## config.mk

```make
export PLATFORM = sky130hd
export DESIGN_NAME = risc_spm_control_unit_flat
export DESIGN_NICKNAME = d
export VERILOG_FILES = /design/src/rtl/risc_spm_control_unit_if.sv /design/src/rtl/risc_spm_control_unit.sv /design/src/flat_wrapper.sv
export SDC_FILE = /design/constraint.sdc
export NUM_CORES = 1
export LEC_CHECK = 0
export ABC_AREA = 1
export CAP_MARGIN = 15
export CELL_PAD_IN_SITES_DETAIL_PLACEMENT = 1
export CELL_PAD_IN_SITES_GLOBAL_PLACEMENT = 1
export CORE_MARGIN = 1.5
export CORE_UTILIZATION = 35
export DETAILED_ROUTE_END_ITERATION = 8
export DONT_BUFFER_PORTS = 1
export PLACE_DENSITY = 0.76
export SYNTH_ARGS = -nofsm -noshare
export SYNTH_HDL_FRONTEND = slang
export SYNTH_SLANG_ARGS = --single-unit
export TNS_END_PERCENT = 50
```

## constraint.sdc

```tcl
create_clock -name clk -period 2.5 [get_ports clk]
set_input_delay 0.375 -clock clk [delete_from_list [all_inputs] [get_ports clk]]
set_output_delay 0.375 -clock clk [all_outputs]
set_load 0.02 [all_outputs]
```

## src/rtl/risc_spm_control_unit_if.sv

```systemverilog
// Control/datapath boundary of the RISC_SPM processor.
// The master modport is the control unit. The slave modport is the datapath, which supplies IR and Reg_Z.
interface risc_spm_control_unit_if;
  logic [7:0] instruction;
  logic       zero;
  logic       Load_R0;
  logic       Load_R1;
  logic       Load_R2;
  logic       Load_R3;
  logic       Load_PC;
  logic       Inc_PC;
  logic [2:0] Sel_Bus_1_Mux;
  logic [1:0] Sel_Bus_2_Mux;
  logic       Load_IR;
  logic       Load_Add_R;
  logic       Load_Reg_Y;
  logic       Load_Reg_Z;
  logic       write;
  logic       halted;

  modport master (
    input  instruction, zero,
    output Load_R0, Load_R1, Load_R2, Load_R3, Load_PC, Inc_PC,
           Sel_Bus_1_Mux, Sel_Bus_2_Mux, Load_IR, Load_Add_R,
           Load_Reg_Y, Load_Reg_Z, write, halted
  );

  modport slave (
    output instruction, zero,
    input  Load_R0, Load_R1, Load_R2, Load_R3, Load_PC, Inc_PC,
           Sel_Bus_1_Mux, Sel_Bus_2_Mux, Load_IR, Load_Add_R,
           Load_Reg_Y, Load_Reg_Z, write, halted
  );
endinterface

```

## src/rtl/risc_spm_control_unit.sv

```systemverilog
// RISC_SPM fetch/decode/execute sequencer; outputs decode combinationally from state and IR.
// 3 to 5 cycles per instruction from FET1 to FET1; no backpressure, and HALT holds until rst.
module risc_spm_control_unit #(
  parameter int         WORD   = 8,
  parameter logic [3:0] OP_NOP = 4'd0
) (
  input  logic                    clk,
  input  logic                    rst,
  risc_spm_control_unit_if.master bus
);
  localparam logic [3:0] OP_ADD = OP_NOP + 4'd1;
  localparam logic [3:0] OP_SUB = OP_NOP + 4'd2;
  localparam logic [3:0] OP_AND = OP_NOP + 4'd3;
  localparam logic [3:0] OP_NOT = OP_NOP + 4'd4;
  localparam logic [3:0] OP_RD  = OP_NOP + 4'd5;
  localparam logic [3:0] OP_WR  = OP_NOP + 4'd6;
  localparam logic [3:0] OP_BR  = OP_NOP + 4'd7;
  localparam logic [3:0] OP_BRZ = OP_NOP + 4'd8;

  localparam logic [2:0] SEL1_PC   = 3'd4;
  localparam logic [1:0] SEL2_ALU  = 2'd0;
  localparam logic [1:0] SEL2_BUS1 = 2'd1;
  localparam logic [1:0] SEL2_MEM  = 2'd2;

  typedef enum logic [3:0] {
    S_IDLE = 4'd0,  S_FET1 = 4'd1, S_FET2 = 4'd2, S_DEC = 4'd3,
    S_EX1  = 4'd4,  S_RD1  = 4'd5, S_RD2  = 4'd6, S_WR1 = 4'd7,
    S_WR2  = 4'd8,  S_BR1  = 4'd9, S_BR2  = 4'd10, S_HALT = 4'd11
  } state_t;

  state_t     state;
  logic [3:0] opcode;
  logic [1:0] src;
  logic [1:0] dest;
  logic [3:0] ld_r;

  assign opcode = bus.instruction[WORD-1 -: 4];
  assign src    = bus.instruction[3:2];
  assign dest   = bus.instruction[1:0];

  always_ff @(posedge clk) begin
    if (rst) begin
      state <= S_IDLE;
    end else begin
      case (state)
        S_IDLE: state <= S_FET1;
        S_FET1: state <= S_FET2;
        S_FET2: state <= S_DEC;
        S_DEC: begin
          case (opcode)
            OP_NOP, OP_NOT:         state <= S_FET1;
            OP_ADD, OP_SUB, OP_AND: state <= S_EX1;
            OP_RD:                  state <= S_RD1;
            OP_WR:                  state <= S_WR1;
            OP_BR:                  state <= S_BR1;
            OP_BRZ:                 state <= bus.zero ? S_BR1 : S_FET1;
            default:                state <= S_HALT;
          endcase
        end
        S_EX1:  state <= S_FET1;
        S_RD1:  state <= S_RD2;
        S_RD2:  state <= S_FET1;
        S_WR1:  state <= S_WR2;
        S_WR2:  state <= S_FET1;
        S_BR1:  state <= S_BR2;
        S_BR2:  state <= S_FET1;
        S_HALT: state <= S_HALT;
        default: state <= S_IDLE;
      endcase
    end
  end

  always_comb begin
    ld_r              = 4'b0000;
    bus.Load_PC       = 1'b0;
    bus.Inc_PC        = 1'b0;
    bus.Sel_Bus_1_Mux = 3'd0;
    bus.Sel_Bus_2_Mux = 2'd0;
    bus.Load_IR       = 1'b0;
    bus.Load_Add_R    = 1'b0;
    bus.Load_Reg_Y    = 1'b0;
    bus.Load_Reg_Z    = 1'b0;
    bus.write         = 1'b0;
    bus.halted        = 1'b0;
    case (state)
      S_FET1: begin
        bus.Sel_Bus_1_Mux = SEL1_PC;
        bus.Sel_Bus_2_Mux = SEL2_BUS1;
        bus.Load_Add_R    = 1'b1;
      end
      S_FET2: begin
        bus.Sel_Bus_2_Mux = SEL2_MEM;
        bus.Load_IR       = 1'b1;
        bus.Inc_PC        = 1'b1;
      end
      S_DEC: begin
        case (opcode)
          OP_ADD, OP_SUB, OP_AND: begin
            bus.Sel_Bus_1_Mux = {1'b0, src};
            bus.Sel_Bus_2_Mux = SEL2_BUS1;
            bus.Load_Reg_Y    = 1'b1;
          end
          OP_NOT: begin
            bus.Sel_Bus_1_Mux = {1'b0, src};
            bus.Sel_Bus_2_Mux = SEL2_ALU;
            bus.Load_Reg_Z    = 1'b1;
            ld_r[dest]        = 1'b1;
          end
          OP_RD, OP_WR, OP_BR: begin
            bus.Sel_Bus_1_Mux = SEL1_PC;
            bus.Sel_Bus_2_Mux = SEL2_BUS1;
            bus.Load_Add_R    = 1'b1;
          end
          OP_BRZ: begin
            // Not taken: step PC past the branch-target byte.
            if (bus.zero) begin
              bus.Sel_Bus_1_Mux = SEL1_PC;
              bus.Sel_Bus_2_Mux = SEL2_BUS1;
              bus.Load_Add_R    = 1'b1;
            end else begin
              bus.Inc_PC = 1'b1;
            end
          end
          default: ;
        endcase
      end
      S_EX1: begin
        bus.Sel_Bus_1_Mux = {1'b0, dest};
        bus.Sel_Bus_2_Mux = SEL2_ALU;
        bus.Load_Reg_Z    = 1'b1;
        ld_r[dest]        = 1'b1;
      end
      S_RD1, S_WR1: begin
        bus.Sel_Bus_2_Mux = SEL2_MEM;
        bus.Load_Add_R    = 1'b1;
        bus.Inc_PC        = 1'b1;
      end
      S_RD2: begin
        bus.Sel_Bus_2_Mux = SEL2_MEM;
        ld_r[dest]        = 1'b1;
      end
      S_WR2: begin
        bus.Sel_Bus_1_Mux = {1'b0, src};
        bus.write         = 1'b1;
      end
      S_BR1: begin
        bus.Sel_Bus_2_Mux = SEL2_MEM;
        bus.Load_Add_R    = 1'b1;
      end
      S_BR2: begin
        bus.Sel_Bus_2_Mux = SEL2_MEM;
        bus.Load_PC       = 1'b1;
      end
      S_HALT: bus.halted = 1'b1;
      default: ;
    endcase
  end

  assign bus.Load_R0 = ld_r[0];
  assign bus.Load_R1 = ld_r[1];
  assign bus.Load_R2 = ld_r[2];
  assign bus.Load_R3 = ld_r[3];
endmodule

```

## src/flat_wrapper.sv

```systemverilog
// flat-port wrapper written by rule: the top's interface ports become plain ports
module risc_spm_control_unit_flat 
#(
  parameter int         WORD   = 8,
  parameter logic [3:0] OP_NOP = 4'd0
)
  (clk, rst, bus_instruction, bus_zero, bus_Load_R0, bus_Load_R1, bus_Load_R2, bus_Load_R3, bus_Load_PC, bus_Inc_PC, bus_Sel_Bus_1_Mux, bus_Sel_Bus_2_Mux, bus_Load_IR, bus_Load_Add_R, bus_Load_Reg_Y, bus_Load_Reg_Z, bus_write, bus_halted);
  risc_spm_control_unit_if bus_i ();
  input  logic clk;
  input  logic rst;
  input wire logic [$bits(bus_i.instruction)-1:0] bus_instruction;
  input wire logic [$bits(bus_i.zero)-1:0] bus_zero;
  output wire logic [$bits(bus_i.Load_R0)-1:0] bus_Load_R0;
  output wire logic [$bits(bus_i.Load_R1)-1:0] bus_Load_R1;
  output wire logic [$bits(bus_i.Load_R2)-1:0] bus_Load_R2;
  output wire logic [$bits(bus_i.Load_R3)-1:0] bus_Load_R3;
  output wire logic [$bits(bus_i.Load_PC)-1:0] bus_Load_PC;
  output wire logic [$bits(bus_i.Inc_PC)-1:0] bus_Inc_PC;
  output wire logic [$bits(bus_i.Sel_Bus_1_Mux)-1:0] bus_Sel_Bus_1_Mux;
  output wire logic [$bits(bus_i.Sel_Bus_2_Mux)-1:0] bus_Sel_Bus_2_Mux;
  output wire logic [$bits(bus_i.Load_IR)-1:0] bus_Load_IR;
  output wire logic [$bits(bus_i.Load_Add_R)-1:0] bus_Load_Add_R;
  output wire logic [$bits(bus_i.Load_Reg_Y)-1:0] bus_Load_Reg_Y;
  output wire logic [$bits(bus_i.Load_Reg_Z)-1:0] bus_Load_Reg_Z;
  output wire logic [$bits(bus_i.write)-1:0] bus_write;
  output wire logic [$bits(bus_i.halted)-1:0] bus_halted;
  assign bus_i.instruction = bus_instruction;
  assign bus_i.zero = bus_zero;
  assign bus_Load_R0 = bus_i.Load_R0;
  assign bus_Load_R1 = bus_i.Load_R1;
  assign bus_Load_R2 = bus_i.Load_R2;
  assign bus_Load_R3 = bus_i.Load_R3;
  assign bus_Load_PC = bus_i.Load_PC;
  assign bus_Inc_PC = bus_i.Inc_PC;
  assign bus_Sel_Bus_1_Mux = bus_i.Sel_Bus_1_Mux;
  assign bus_Sel_Bus_2_Mux = bus_i.Sel_Bus_2_Mux;
  assign bus_Load_IR = bus_i.Load_IR;
  assign bus_Load_Add_R = bus_i.Load_Add_R;
  assign bus_Load_Reg_Y = bus_i.Load_Reg_Y;
  assign bus_Load_Reg_Z = bus_i.Load_Reg_Z;
  assign bus_write = bus_i.write;
  assign bus_halted = bus_i.halted;
  risc_spm_control_unit #(.WORD(WORD), .OP_NOP(OP_NOP)) u_core (.clk(clk), .rst(rst), .bus(bus_i));
endmodule
```

Word level (Yosys, flattened, before mapping)
Cells that the tools add are included.

cells by class
  equal/unequal tests = 19
  reduce and logical (&&, ||, !) cells = 13
  order comparisons = 2
  mux-type cells = 27

operator list
  kind                                                                                  count
  4-bit by 3-bit equality test with 1-bit output (second input constant)                8
  4-bit one-hot mux with 8 select lines                                                 1
  4-bit one-hot mux with 6 select lines                                                 1
  4-bit equality test (second input constant)                                           5
  4-bit by 2-bit equality test with 1-bit output (second input constant)                4
  1-bit 2-to-1 mux                                                                      12
  3-bit one-hot mux with 4 select lines                                                 1
  6-bit OR reduction                                                                    2
  3-bit one-hot mux with 3 select lines                                                 1
  3-bit OR reduction                                                                    3
  4-bit by 1-bit equality test with 1-bit output (second input constant)                2
  4-bit logical NOT                                                                     2
  4-bit 2-to-1 mux                                                                      2
  1-bit one-hot mux with 2 select lines                                                 4
  4-bit one-hot mux with 2 select lines                                                 1
  4-bit OR reduction                                                                    2
  2-bit one-hot mux with 3 select lines                                                 1
  5-bit OR reduction                                                                    1
  2-bit one-hot mux with 2 select lines                                                 1
  2-bit OR reduction                                                                    2
  2-bit by 3-bit less-than comparator with 1-bit output (second input constant)         1
  3-bit 2-to-1 mux                                                                      1
  1-bit demux with 2-bit select                                                         1
  2-bit by 1-bit greater-or-equal comparator with 1-bit output (second input constant)  1
  1-bit logical AND                                                                     1

storage, ports and cells
  input port bits = 11
  bits in registers = 4

Longest topological paths before layout
Gate-level depths: netlist (run 1).

  word-level depth = 6
  depth in mapped cells = 7
  depth with buffers taken out = 7

Worst setup path after synthesis (run 1)
OpenSTA, ideal clock, no wires.

  path kind = input -> output
  start = input bus_instruction[4]
  end = output bus_Sel_Bus_2_Mux[0]
  path slack = 0.839 ns
  stages = 3
  data arrival time = 1.286 ns
  required time = 2.125 ns
  buffers on the path = 0
  cells stage by stage = nor2_2 nand3_1 a211oi_1

between the ends
  cells in the longest elaborated chain, start to end = 4

RTL lines
  what                                                                          line                         RTL
  start: declaration                                                            flat_wrapper.sv:11           input wire logic [$bits(bus_i.instruction)-1:0] bus_instruction;
  4-bit by 3-bit equality test with 1-bit output, or another cell as far along  risc_spm_control_unit.sv:97  case (opcode)
  6-bit OR reduction (no source line)                                           -
  2-bit one-hot mux with 2 select lines (*)                                     risc_spm_control_unit.sv:97
  2-bit one-hot mux with 3 select lines (*)                                     risc_spm_control_unit.sv:85  case (state)
  end: declaration                                                              flat_wrapper.sv:20           output wire logic [$bits(bus_i.Sel_Bus_2_Mux)-1:0] bus_Sel_Bus_2_Mux;

Mark *: on every way between the ends. The rest lies on a longest branch, timed or not.

Worst setup path in the final report (run 1)
  start = register u_core.state[3]
  end = output bus_Load_R3

between the ends
  cells in the longest elaborated chain, start to end = 3

RTL lines
  what                                            line                         RTL
  start: declaration                              risc_spm_control_unit.sv:31  state_t state;
  start signal: assignment                        risc_spm_control_unit.sv:56  OP_BRZ: state <= bus.zero ? S_BR1 : S_FET1;
  4-bit by 3-bit equality test with 1-bit output  risc_spm_control_unit.sv:85
  2-bit OR reduction (no source line)             -
  4-bit one-hot mux with 2 select lines (*)       risc_spm_control_unit.sv:85
  end: declaration                                flat_wrapper.sv:16           output wire logic [$bits(bus_i.Load_R3)-1:0] bus_Load_R3;

Marks and branches as above.

==> results of run 1 <==
-- cells in the final DEF, fill, tap and decap left out, drive strengths merged --
cell and count:
dfxtp 4, o31ai 1, nand4 1, nor2 22, a31oi 1, nand3 7
nor3 2, a211oi 1, buf 1, nand2 25, clkbuf 3, nand3b 1
a21oi 5, o21ai 8, inv 13, o21bai 1
-- worst max-delay path, cell delays in order (launching register included) --
cell     delay (ns)
dfxtp_1        0.35
inv_2          0.08
nand2_1        0.15
nor2_4         0.20
nand2_2        0.09
o21ai_2        0.09
nand2_2        0.07
nor2_1         0.31
-- kinds of logic (layout without fill, tap and decap cells) --
group,Yosys count,count (layout),share of synthesized area
AND/OR/NAND/NOR,58,58,0.5394
flip-flops,4,4,0.1629
buffers and inverters,13,17,0.09924
AO/OA/AOI/OAI,17,17,0.1985
-- worst max path at each step --
stage | start | endpoint | slack [ns]
2_1_floorplan | bus_instruction[4] | bus_Sel_Bus_2_Mux[0] | 0.84
3_3_place_gp | bus_instruction[4] | bus_Sel_Bus_1_Mux[0] | 0.81
3_5_place_dp | u_core.state[3] | bus_Load_R3 | 0.76
4_1_cts | u_core.state[3] | bus_Load_R3 | 0.51
5_1_grt | u_core.state[3] | bus_Load_R1 | 0.36
6_report | u_core.state[3] | bus_Load_R3 | 0.54
-- through the flow --
stage / hold WS [ns] / instances / instance area [µm²]
final: 0.2110 / 111 / 540.5
after global routing: 0.2145 / 111 / 540.5
after CTS: 0.2065 / 111 / 540.5
after detailed placement: 0.4511 / 108 / 518.0
after global placement: 0.4460 / 108 / 518.0
after floorplan: 0.4441 / 92 / 491.7
-- power groups by stage --
stage / registers, mW / logic (mW) / clock network [mW]
finish: 0.0743 / 0.0716 / 0.0795
global route: 0.0751 / 0.0804 / 0.0834
CTS: 0.0743 / 0.0726 / 0.0820
detailed placement: 0.0754 / 0.0719 / 0
global placement: 0.0750 / 0.0698 / 0
floorplan: 0.0738 / 0.0584 / 0
-- metal layers --
layer,vias to the layer above,share of wire,wire [µm]
li1,306,-,-
met2,19,0.50,731
met4,0,0.0075,11
met5,-,0,0
met1,274,0.44,648
met3,2,0.048,70
-- layout make-up --
class | instances | area [µm²]
Clock buffer | 3 | 22.52
Fill cell | 208 | 760.7
Inverter | 13 | 48.80
Multi-Input combinational cell | 75 | 362.8
Sequential cell | 4 | 80.08
Tap cell | 15 | 18.77
Timing Repair Buffer | 1 | 7.507
==> flow_summary.toml, run 1 <==
[run_status]
status = "completed"

[drt]
drt-initial-drc-count = 10
dr.pass1.iters = 4
finalWirelength_um = 1461
ant_nets = 0
viasPerCell = 5.414
dr_total_vias = 601
drcViolationCount = 0
avgRoutedWirePerCell_um = 13.16

[power]
p_sw_frac = 0.3719
pwr-share-seq = 0.330
p_leak_nw = 0.2615
share_comb_of_total_power = 0.318
p_switching_uw = 83.82
cell_internal_pwr_uw = 141.6
clkPwrFrac = 0.353
p_per_area_nw_per_um2 = 417.0
p_total_uw = 225.4
vdd_drop_max_uv = 182.6

[floorplanning]
io_pins = 28
die-area_um2 = 1639
fp.dieH_um = 40.48
rows = 13
initial_core_util = 0.3779
die_w_um = 40.48
core-area_um2 = 1301

[global_route]
grtUsageMet2 = 0.3452
antenna_found_initial = 0
grt_use_total = 0.1955
met1_usage = 0.2434
use_met3 = 0.02778
grt_pass1_vias = 508
grt-busiest-layer = "met2"
grt_pass1_wl_um = 2132
overflow = 0
grt_start_max_net_pins = 7

[logic_synthesis]
synthTopCellsByCount = "nand2_1 (21), nor2_1 (18), inv_1 (11), nand3_1 (7)"
synth_largest_area_cell = "dfxtp_1"
synthCells = 92
synth.most_common_cell = "nand2_1"
syn-num-nets = 103
synth_edf_count = 0
synth.distinct_cells = 21
yosys-top-cells-area = "dfxtp_1 (16%), nand2_1 (16%), nor2_1 (14%)"
seq_area_frac_synth = 0.1628
synth-main-ff-cell = "dfxtp_1"
ys_ff_latch = 4
synth_area_per_cell_um2 = 5.345
synthArstFlopShare = 0
synthesis.area_um2 = 491.7
synth_top_area_share = 0.1628
yosys_warnings = 0

[sta]
finalCritPeriodShare = 0.7851
min_period_ns = 1.963
tns_ns = 0
finalMaxSlewViolations = 0
setup_viol = 0
rsz0062_at_grt = "false"
worst_slew_pin_slew_ns = 0.6930
setup_slack_ns = 0.5373
final-hold-violation-count = 0
timing.fmax_mhz = 509.5
finalClockSkew_ns = 0.0003326
slew_headroom = 0.5340

[placed_design]
pre_cts_slack_ns = 0.7604
gp_congestion = 0.8207
port_buffers = 0
dp_hpwl_um = 1234

[cts]
clockBufferDepth = 2
post_cts_buffers = 0
clk_pin_slew_worst_paths_ns = 0.04
cts-resized-gates = 0
htree_levels = 1
cts_tree = "done"
cts_sinks = 4
clk_latency_ns = 0.23
cts_root_buf = "clkbuf_4"
cts-buffers-inserted = 3
post_cts_hold_buffer_count = 0

[hold_path]
min_to = "u_core.state[3]"
hp-start = "rst"
whs_path_depth = 1
hold_class = "in2reg"

[final_layout]
syn_to_final_growth_pct = 9.923
n_antenna_cell = 0
largest_register_ffs = 4
reg_top3 = "u_core.state x4"
nets = 109
drive_gt1_frac = 0.1667
largest-register = "u_core.state"
utilization = 0.4154

[critical_path]
worstSetupStartpointType = "register"
worstPathMaxFanout = 6
r2r-end = "u_core.state[1]"
worstReg2RegStart = "u_core.state[0]"
critical_path_class = "reg2out"
crit_required_ns = 2.12
cp-end-kind = "output pin"
r2r_slack_ns = 1.25
cp.arrival_ns = 1.59
rr_worst_depth = 5

[run]
max_cap_viol_count = 0
Note: power is estimated with default switching activity, not from simulation.
==> run 2: changes to the inputs <==
--- a/config.mk
+++ b/config.mk
@@ -10,10 +10,10 @@
 export CELL_PAD_IN_SITES_DETAIL_PLACEMENT = 1
 export CELL_PAD_IN_SITES_GLOBAL_PLACEMENT = 1
 export CORE_MARGIN = 1.5
-export CORE_UTILIZATION = 35
+export CORE_UTILIZATION = 32
 export DETAILED_ROUTE_END_ITERATION = 8
 export DONT_BUFFER_PORTS = 1
-export PLACE_DENSITY = 0.76
+export PLACE_DENSITY = 0.73
 export SYNTH_ARGS = -nofsm -noshare
 export SYNTH_HDL_FRONTEND = slang
 export SYNTH_SLANG_ARGS = --single-unit
==> constraint.sdc (replaced) <==
create_clock -name clk -period 1.6 [get_ports clk]
set_input_delay 0.24 -clock clk [delete_from_list [all_inputs] [get_ports clk]]
set_output_delay 0.24 -clock clk [all_outputs]
set_load 0.02 [all_outputs]
==> run 2 against run 1 <==
  * Worst hold slack worse by 0.15 ns
  * Via count up 14%
  * Register-to-register slack worse by 0.85 ns
  * Sequential power up 63%
  * Wire length up 31%
  * Clock power up 56%
  * Total power up 77%
  * Sequential cell count unchanged
  * Non-clock buffer count up 14
  * Clock skew up 0.0078 ns
  * Highest routed layer unchanged
==> flow_summary.toml, run 2 (synthesis gave the netlist of run 1 again) <==
[run_status]
status = "completed"

[drt]
dr.pass1.iters = 4
finalWirelength_um = 1907
avgRoutedWirePerCell_um = 15.26
viasPerCell = 5.496
drt-initial-drc-count = 17
ant_nets = 0
dr_total_vias = 687
drcViolationCount = 0

[cts]
cts_root_buf = "clkbuf_4"
clk_latency_ns = 0.24
htree_levels = 1
cts-buffers-inserted = 3
cts_tree = "done"
cts_sinks = 4
clk_pin_slew_worst_paths_ns = 0.04
clockBufferDepth = 2

[hold_path]
hold_class = "in2reg"
whs_path_depth = 1

[critical_path]
cpMostUsedCell = "nand2_1"
startpoint = "u_core.state[1]"
worstPathMaxFanout = 6
worstPathCellList = "nor2_1 -> nand2_1 -> nand2_1 -> o21ai_1 -> nand2_2"
crit_end = "bus_Sel_Bus_1_Mux[0]"
path_depth = 5
worstReg2RegStart = "u_core.state[2]"
rr_worst_depth = 7
worstSetupStartpointType = "register"
cp_num_buf_inv = 0
slowest_delay_ns = 0.36
r2r-end = "u_core.state[2]"
slowest_stage = "dfxtp_4"
crit_family = "simple AND/OR/NAND/NOR gates"
r2r_slack_ns = 0.40
cp.arrival_ns = 1.36
crit_required_ns = 1.36
cp-end-kind = "output pin"
critical_path_class = "reg2out"

[power]
p_total_uw = 398.6
p_per_area_nw_per_um2 = 545.5
vdd_drop_max_uv = 498.1
p_leak_nw = 0.3476

[sta]
finalMaxSlewViolations = 0
rsz0062_at_grt = "true"
final-hold-violation-count = 0
finalCritPeriodShare = 0.9978
min_period_ns = 1.597
timing.fmax_mhz = 626.4
worst_slew_pin_slew_ns = 0.3846
finalClockSkew_ns = 0.008091
tns_ns = 0
setup_viol = 0
slew_headroom = 0.7426

[placed_design]
dpl-instance-area_um2 = 578.1
gp_congestion = 0.8160
dp_hpwl_um = 1332
port_buffers = 0
dp.cells = 116

[floorplanning]
die-area_um2 = 1781
rows = 13
initial_core_util = 0.3599
core-area_um2 = 1366
fp.dieH_um = 42.20
die_w_um = 42.20
io_pins = 28

[final_layout]
largest-register = "u_core.state"
nets = 123
finalInstanceArea_um2 = 730.7
utilization = 0.5348
stdcell_count = 125
syn_to_final_growth_pct = 48.60
largest_register_ffs = 4
drive_gt1_frac = 0.4545
most-common-layout-cells = "nor2_1 (14), buf_4 (14), nand2_1 (13), nand2_2 (9), inv_1 (8)"
reg_top3 = "u_core.state x4"
n_antenna_cell = 0

[global_route]
grt_start_max_net_pins = 7
antenna_found_initial = 0
overflow = 0
grt_pass1_wl_um = 2829
grt_use_total = 0.2019
grt_pass1_vias = 649

[run]
max_cap_viol_count = 0
-- run 2: cell type report --
cell class                      count  area (µm²)
Fill cell                         194       635.6
Clock buffer                        3       22.52
Multi-Input combinational cell     75       429.2
Timing Repair Buffer               15       116.4
Tap cell                           15       18.77
Inverter                           13       51.30
Sequential cell                     4       92.59
-- run 2: metrics by stage --
stage	setup WS, ns	hold WS (ns)
global placement	0.1166	0.3104
global route	-0.08028	0.05950
CTS	0.01015	0.07043
floorplan	0.1747	0.3091
detailed placement	0.09049	0.3150
finish	0.003448	0.06321
-- run 2: layer usage --
metal / up-vias / wire [µm] / track usage
li1: 339 / - / -
met1: 319 / 847 / 0.2610
met2: 27 / 938 / 0.3385
met3: 2 / 112 / 0.05172
met4: 0 / 9 / 0.03750
met5: - / 0 / 0
-- run 2: how the worst min path moves through the flow --
stage	from	to	slack, ns
2_1_floorplan	rst	u_core.state[3]	0.31
5_1_grt	rst	u_core.state[3]	0.06
3_3_place_gp	rst	u_core.state[3]	0.31
3_5_place_dp	rst	u_core.state[2]	0.32
4_1_cts	rst	u_core.state[3]	0.07
6_report	rst	u_core.state[3]	0.06
-- run 2: what timing repair did --
| item | CTS | global route |
|---|---|---|
| pin swaps | 3 | 5 |
| hold endpoints to repair | 0 | 0 |
| gates resized for setup | 9 | 22 |
| gates cloned | 0 | 0 |
| setup endpoints to repair | 9 | 10 |
| hold buffers | 0 | 0 |
| setup buffers | 4 | 2 |
-- run 2: report_power, final --
group	switching, mW	internal, mW	total, mW
clock	0.0399	0.0838	0.124
sequential	0.0154	0.106	0.121
combinational	0.0968	0.0570	0.154
total	0.152	0.246	0.399
==> run 3: changes to the inputs <==
--- a/config.mk
+++ b/config.mk
@@ -17,4 +17,4 @@
 export SYNTH_ARGS = -nofsm -noshare
 export SYNTH_HDL_FRONTEND = slang
 export SYNTH_SLANG_ARGS = --single-unit
-export TNS_END_PERCENT = 50
+export TNS_END_PERCENT = 20
==> run 3 against run 2 <==
  * Wire length increased by 0.26%
  * Sequential cell count unchanged
  * Die area unchanged
  * Worst hold slack improved by 0.0065 ns
  * Cell count unchanged
  * Total power decreased by 1.4%
  * Critical endpoint unchanged
  * Largest power group unchanged
==> flow_summary.toml, run 3 (synthesis gave the netlist of run 1 again) <==
[global_route]
antenna_found_initial = 0
overflow = 0
grt_pass1_vias = 649
grt_use_total = 0.2019
grt_pass1_wl_um = 2829
grt_start_max_net_pins = 7

[floorplanning]
core-area_um2 = 1366
rows = 13
initial_core_util = 0.3599
die-area_um2 = 1781
io_pins = 28
fp.dieH_um = 42.20
die_w_um = 42.20

[power]
p_leak_nw = 0.3482
vdd_drop_max_uv = 505.4
p_per_area_nw_per_um2 = 544.6

[final_layout]
layout_commonest_cell = "nor2_1"
drive_gt1_frac = 0.4182
fillCellCount = 194
reg_top3 = "u_core.state x4"
most-common-layout-cells = "nor2_1 (16), buf_4 (15), nand2_1 (13), inv_1 (10), nand2_2 (9)"
nets = 123
syn_to_final_growth_pct = 46.82
largest_register_ffs = 4
n_antenna_cell = 0
largest-register = "u_core.state"

[run_status]
status = "completed"

[hold_path]
min_to = "u_core.state[2]"
hp-start = "rst"
hold_class = "in2reg"
whs_path_depth = 1

[cts]
htree_levels = 1
clk_pin_slew_worst_paths_ns = 0.04
cts_root_buf = "clkbuf_4"
cts-buffers-inserted = 3
clockBufferDepth = 2
cts_sinks = 4
cts_tree = "done"
clk_latency_ns = 0.23

[sta]
timing.fmax_mhz = 625.1
setup_viol = 0
finalMaxSlewViolations = 0
worst_slew_pin_slew_ns = 0.3790
tns_ns = 0
min_period_ns = 1.600
finalCritPeriodShare = 0.9999
setup_slack_ns = 0.0001591
slew_headroom = 0.7464
rsz0062_at_grt = "true"
finalClockSkew_ns = 0.004737
final-hold-violation-count = 0

[critical_path]
crit_family = "simple AND/OR/NAND/NOR gates"
r2r_slack_ns = 0.38
worstPathCellList = "nor2_1 -> nand3_1 -> nor2_1 -> o21ai_1 -> nand2_2"
worstReg2RegStart = "u_core.state[2]"
worstSetupStartpointType = "register"
cp_num_buf_inv = 0
worstPathMaxFanout = 5
slowest_stage = "dfxtp_4"
cpMostUsedCell = "nor2_1"
r2r-end = "u_core.state[2]"
slowest_delay_ns = 0.36
cp-end-kind = "output pin"
crit_required_ns = 1.36
rr_worst_depth = 7
critical_path_class = "reg2out"
cp.arrival_ns = 1.36

[drt]
viasPerCell = 5.480
dr.pass1.iters = 4
ant_nets = 0
avgRoutedWirePerCell_um = 15.30
finalWirelength_um = 1912
dr_total_vias = 685
drt-initial-drc-count = 23
drcViolationCount = 0

[placed_design]
pre_cts_slack_ns = 0.09049
gp_congestion = 0.8160
port_buffers = 0
dp_hpwl_um = 1332

[run]
max_cap_viol_count = 0
-- run 3: worst reg2reg max path: cells and delay by family (launching register included) --
kind / cells / cell delay [ns]
AOI/OAI and AO/OA: 1 / 0.18
DFF: 1 / 0.37
and+or+nand+nor: 3 / 0.21
buffers and inverters: 3 / 0.34
-- run 3: through the flow --
| stage | hold slack, ns | power (mW) | instance area, µm² | cells | util |
|---|---|---|---|---|---|
| floorplan | 0.3091 | 0.2066 | 491.7 | 92 | - |
| CTS | 0.07043 | 0.3829 | 655.6 | 123 | 0.4799 |
| global route | 0.06090 | 0.4164 | 721.9 | 125 | 0.5284 |
| global placement | 0.3104 | 0.2415 | 578.1 | 116 | 0.4231 |
| finish | 0.06972 | 0.3932 | 721.9 | 125 | 0.5284 |
| detailed placement | 0.3150 | 0.2422 | 578.1 | 116 | 0.4231 |
-- run 3: cell type report --
class / count / area [µm²] / area share
Multi-Input combinational cell: 75 / 424.2 / 0.5875
Timing Repair Buffer: 15 / 112.6 / 0.1560
Sequential cell: 4 / 92.59 / 0.1282
Inverter: 13 / 51.30 / 0.07106
Clock buffer: 3 / 22.52 / 0.03120
Tap cell: 15 / 18.77 / 0.02600
-- run 3: worst max path at each step --
stage                               start                   end  depth (start not counted)
after floorplan           u_core.state[0]  bus_Sel_Bus_1_Mux[0]                          4
after global placement    u_core.state[0]           bus_Load_R1                          7
after detailed placement  u_core.state[0]           bus_Load_R3                          7
after CTS                 u_core.state[2]  bus_Sel_Bus_1_Mux[1]                          5
after global routing      u_core.state[3]  bus_Sel_Bus_1_Mux[0]                          5
final                     u_core.state[3]  bus_Sel_Bus_1_Mux[0]                          5
-- run 3: per-layer routing --
layer  GRT usage  wire length (µm)
met1      0.2610               857
met2      0.3385               963
met3     0.05172                91
met4     0.03750                 0
met5           0                 0
-- run 3: what timing repair did --
action / in CTS / in global routing
pin swaps: 3 / 3
endpoints found under the setup margin: 9 / 10
resized for setup: 9 / 16
hold buffers: 0 / 0
buffers inserted: 4 / 2
-- run 3: where the power goes --
| part | leakage, nW | internal (mW) | switching, mW | total (mW) |
|---|---|---|---|---|
| clock network | 0.0138 | 0.0835 | 0.0363 | 0.120 |
| registers | 0.0353 | 0.106 | 0.0150 | 0.121 |
| logic | 0.299 | 0.0565 | 0.0962 | 0.153 |
